$ cat config.mk
export PLATFORM = sky130hd
export DESIGN_NAME = spi2_slave
export DESIGN_NICKNAME = d
export VERILOG_FILES = /design/src/rtl/spi2_pkg.sv /design/src/rtl/spi2_sync.sv /design/src/rtl/spi2_slave.sv
export SDC_FILE = /design/constraint.sdc
export NUM_CORES = 1
export LEC_CHECK = 0
export CORE_ASPECT_RATIO = 1.75
export CORE_MARGIN = 1.5
export CORE_UTILIZATION = 55
export DETAILED_ROUTE_END_ITERATION = 10
export PLACE_DENSITY = 0.82
export SETUP_SLACK_MARGIN = 0.2
export SLEW_MARGIN = 25
export SYNTH_ARGS = -nofsm -noshare
export SYNTH_HDL_FRONTEND = slang
export SYNTH_HIERARCHICAL = 1
export SYNTH_SLANG_ARGS = --single-unit
$ cat constraint.sdc
create_clock -name clk -period 4 [get_ports clk]
set_input_delay 1.2 -clock clk [delete_from_list [all_inputs] [get_ports clk]]
set_output_delay 1.2 -clock clk [all_outputs]
set_load 0.005 [all_outputs]
$ cat src/rtl/spi2_pkg.sv
// Shared constants, state encoding and frame-mask helper for the SPI2 slave.
package spi2_pkg;

  localparam int SPI2_MAXBITS = 32;
  localparam int SPI2_BITSW   = 6;

  typedef enum logic [1:0] {
    IDLE  = 2'd0,
    SHIFT = 2'd1,
    DONE  = 2'd2
  } spi2_slv_state_t;

  localparam logic [1:0] ST_IDLE  = 2'd0;
  localparam logic [1:0] ST_SHIFT = 2'd1;
  localparam logic [1:0] ST_DONE  = 2'd2;

  // Ones in bits [nb-1:0]; nb is already clamped to 0..32.
  function automatic logic [SPI2_MAXBITS-1:0] spi2_mask(input logic [SPI2_BITSW-1:0] nb);
    logic [SPI2_MAXBITS-1:0] m;
    m = '0;
    for (int i = 0; i < SPI2_MAXBITS; i++) begin
      if (i < int'(nb)) m[i] = 1'b1;
    end
    return m;
  endfunction

endpackage

$ cat src/rtl/spi2_sync.sv
// Multi-stage synchronizer with one history flop and registered one-cycle edge pulses.
module spi2_sync #(
  parameter int   STAGES = 2,
  parameter logic INIT   = 1'b0
) (
  input  logic clk,
  input  logic resetb,
  input  logic pin,
  output logic level,
  output logic rise,
  output logic fall
);

  logic [STAGES-1:0] sync_q;

  // level is the history flop, so it lines up with the rise/fall pulses.
  always_ff @(posedge clk or negedge resetb) begin
    if (!resetb) begin
      sync_q <= {STAGES{INIT}};
      level  <= INIT;
      rise   <= 1'b0;
      fall   <= 1'b0;
    end else begin
      sync_q <= STAGES'({sync_q, pin});
      level  <= sync_q[STAGES-1];
      rise   <= sync_q[STAGES-1] & ~level;
      fall   <= ~sync_q[STAGES-1] & level;
    end
  end

endmodule

$ cat src/rtl/spi2_slave.sv
// SPI mode-0 slave, oversampled in the clk domain, with single-entry TX and RX buffers.
module spi2_slave
  import spi2_pkg::*;
#(
  parameter int SYNC_STAGES = 2
) (
  input  logic                    clk,
  input  logic                    resetb,
  input  logic                    sck,
  input  logic                    ss_n,
  input  logic                    mosi,
  output logic                    miso,
  output logic                    miso_oe,
  input  logic                    wr,
  input  logic [SPI2_MAXBITS-1:0] din,
  input  logic [SPI2_BITSW-1:0]   bits,
  input  logic                    rd,
  output logic [SPI2_MAXBITS-1:0] dout,
  output logic                    rxrdy,
  output logic                    txempty,
  output logic                    ovr,
  output logic                    busy
);

  logic                    sck_rise, sck_fall, ss_rise, ss_fall, ss_level, mosi_level;
  logic [2:0]              edges_unused;
  logic [1:0]              state;
  logic [SPI2_BITSW-1:0]   nb, cnt, start_nb;
  logic [SPI2_MAXBITS-1:0] shreg, shift_next, txbuf;
  logic                    sin;
  logic [4:0]              miso_idx;

  spi2_sync #(.STAGES(SYNC_STAGES), .INIT(1'b0)) u_sck_sync (
    .clk(clk), .resetb(resetb), .pin(sck),
    .level(edges_unused[0]), .rise(sck_rise), .fall(sck_fall)
  );

  spi2_sync #(.STAGES(SYNC_STAGES), .INIT(1'b1)) u_ss_sync (
    .clk(clk), .resetb(resetb), .pin(ss_n),
    .level(ss_level), .rise(ss_rise), .fall(ss_fall)
  );

  spi2_sync #(.STAGES(SYNC_STAGES), .INIT(1'b0)) u_mosi_sync (
    .clk(clk), .resetb(resetb), .pin(mosi),
    .level(mosi_level), .rise(edges_unused[1]), .fall(edges_unused[2])
  );

  assign start_nb   = (bits > 6'd32) ? 6'd32 : bits;
  assign shift_next = {shreg[SPI2_MAXBITS-2:0], sin} & spi2_mask(nb);
  assign miso_idx   = 5'(nb - 6'd1);
  assign miso       = (state == ST_SHIFT) ? shreg[miso_idx] : 1'b0;
  assign miso_oe    = ~ss_level;
  assign busy       = (state == ST_SHIFT);

  // Host side: wr and rd are single-cycle strobes with no back-pressure; txempty,
  // rxrdy and ovr tell the host when a strobe is useful or data was lost.
  always_ff @(posedge clk or negedge resetb) begin
    if (!resetb) begin
      state   <= ST_IDLE;
      nb      <= '0;
      cnt     <= '0;
      shreg   <= '0;
      sin     <= 1'b0;
      txbuf   <= '0;
      txempty <= 1'b1;
      dout    <= '0;
      rxrdy   <= 1'b0;
      ovr     <= 1'b0;
    end else begin
      if (wr) begin
        txbuf   <= din;
        txempty <= 1'b0;
      end
      if (rd) begin
        rxrdy <= 1'b0;
        ovr   <= 1'b0;
      end
      case (state)
        ST_IDLE: begin
          if (ss_fall) begin
            nb <= start_nb;
            if (start_nb == 6'd0) begin
              state <= ST_DONE;
            end else begin
              state <= ST_SHIFT;
              cnt   <= start_nb;
              shreg <= txempty ? '0 : (txbuf & spi2_mask(start_nb));
              // A write on the start cycle stays pending for the next frame.
              if (!wr) txempty <= 1'b1;
            end
          end
        end
        ST_SHIFT: begin
          if (ss_rise) begin
            state <= ST_IDLE;
          end else begin
            if (sck_rise) sin <= mosi_level;
            if (sck_fall) begin
              shreg <= shift_next;
              cnt   <= cnt - 6'd1;
              if (cnt == 6'd1) begin
                state <= ST_DONE;
                dout  <= shift_next;
                rxrdy <= 1'b1;
                if (rxrdy && !rd) ovr <= 1'b1;
              end
            end
          end
        end
        ST_DONE: begin
          if (ss_rise) state <= ST_IDLE;
        end
        default: state <= ST_IDLE;
      endcase
    end
  end

endmodule

==> qor.yml <==
status: "finished clean"
drive_gt1_share_pct: 17.2
numCtsBuffers: 17
r2r_end: "shreg[2]"
wl_microns: 16200
syn_nets: 649
route.detailed.drc: 0
reg2reg_slack_ps: 1430
finalCriticalPeriod_ps: 3730
postSynthAreaPerCell_sq_um: 10.2
root_buffer: "clkbuf_16"
max_freq_ghz: 0.268
clock_skew_ps: 6.97
stdcell_area_sq_mm: 0.00770
post_dp_cell_area_sq_mm: 0.00704
fp.dieArea_sq_mm: 0.0118
grt_max_degree: 53
regToRegStartpoint: "state[1]"
antenna_found_initial: 0
antennaDiodeCount: 0
rsz0062_at_grt: "true"
clkLatencyLatePin_ps: 420
dr.pass1.iters: 5
cts_tree: "yes"
worstPathMaxFanout: 5
rows: 50
cp-end-kind: "primary output"
powerDensity_mw_per_mm2: 659
slowest_stage: "mux4_2"
io_buffers: 82
synthCells: 600
required_ps: 2800
leakagePower_nw: 3.26
die_h_microns: 142
gp_congestion: 0.938
clk_pin_slew_worst_paths_ps: 60
yosysWarnings: 6
coreArea_sq_mm: 0.0108
startpoint: "nb[1]"
relSlewSlack_pct: 37.9
ant_nets: 0
rr_worst_depth: 7
final_common_cell: "dfrtp_1"
cts.sinks: 127
grt_usage_pct: 30.1
grt_overflow_total: 0
path_cells: "inv_2 -> ha_4 -> mux4_2 -> mux2i_2 -> a211oi_2 -> o21a_1 -> a221o_1 -> buf_2"
synth_area_sq_mm: 0.00610
area_growth_pct: 26.4
worst-slew-pin-transition_ps: 928
ctsHoldBuffers: 0
nets: 732
maxSlewViolCount: 0
die_w_microns: 82.6
cts_htree_levels: 4
drtIter0Drc: 522
grt_first_pass_wirelength_microns: 25900
vias_per_cell: 6.17
period_share_pct: 93.3
crit_end: "miso"
critPathLaunchType: "register"
power_mw: 5.07
hp-class: "register to register"
most-common-layout-cells: "dfrtp_1, nand2_1, clkdlybuf4s50_1, o21ai_0, nor2_1"
finalSetupTns_ps: 0
max_cap_violations: 0
cts_buffer_depth: 2
initial_utilization_pct: 56.7
io_pins: 83
ir_worst_vdd_mv: 0.487
crit_arrival_ps: 2530
vias: 5094
grt_pass1_vias: 4935
hold_viol_final: 0
criticalPathCategory: "register to primary output"
cp_slowest_stage_delay_ps: 520
setup_viol: 0
wire_per_inst_microns: 19.6
hpwl_microns: 12100
layer usage:
metal | vias up | track usage (%) | routed length, microns
li1 | 2295 | - | -
met1 | 2493 | 37.8 | 6410
met2 | 256 | 49.3 | 8270
met3 | 50 | 5.90 | 926
met4 | 0 | 13.3 | 622
met5 | - | 0 | 0
worst min path at each step:
stage	start	end	slack, ps	cells past startpoint
3_5_place_dp	u_mosi_sync/sync_q[0]	u_mosi_sync/sync_q[1]	340	0
5_1_grt	u_ss_sync/sync_q[0]	u_ss_sync/sync_q[1]	360	0
3_3_place_gp	u_sck_sync/sync_q[0]	u_sck_sync/sync_q[1]	330	0
2_1_floorplan	u_mosi_sync/sync_q[1]	u_mosi_sync/level	330	0
6_report	u_sck_sync/sync_q[0]	u_sck_sync/sync_q[1]	350	0
4_1_cts	u_mosi_sync/sync_q[0]	u_mosi_sync/sync_q[1]	360	0
worst max-delay path, delay by kind of cell (launching register included):
kind	cells	cell delay, ps
fa+ha+maj	1	310
buf+inv	2	200
mux	2	710
compound gates	3	530
flops	1	380
flip-flops by register name, summed over array words and instances, names as in the netlist:
signal              count
u_sck_sync/level        1
u_sck_sync/fall         1
txbuf                  32
dout                   32
cnt                     6
state                   2
txempty                 1
u_mosi_sync/level       1
shreg                  32
u_ss_sync/rise          1
u_ss_sync/sync_q        2
sin                     1
u_ss_sync/fall          1
u_sck_sync/sync_q       2
u_mosi_sync/sync_q      2
rxrdy                   1
ovr                     1
nb                      6
u_ss_sync/level         1
u_sck_sync/rise         1
final cells by class:
cell class | count | area [sq um]
inverter | 11 | 41.3
clock buffer | 21 | 460
multi-input combinational | 422 | 2700
timing repair buffer | 104 | 1000
fill | 820 | 3060
clock inverter | 11 | 155
sequential | 127 | 3180
tap | 130 | 163
where the power goes:
part	switching, mW	total (mW)	internal, mW
clock	0.580	1.60	1.02
combinational	0.808	1.56	0.750
sequential	0.324	1.92	1.59
timing repair:
item | CTS | global route
resized for setup | 11 | 1
setup endpoints to repair | 1 | 1
pin swaps | 3 | 3
buffers inserted | 3 | 2
gates cloned | 0 | 0
metrics by stage:
step	util, %	hold WS [ps]	cells	setup slack, ps
2_1_floorplan	-	331	600	547
3_3_place_gp	65.5	333	789	247
3_5_place_dp	65.5	343	789	108
4_1_cts	71.5	356	824	256
5_1_grt	71.6	358	826	193
6_report	71.6	354	826	266
No activity file was read; power rests on OpenSTA's default activity.
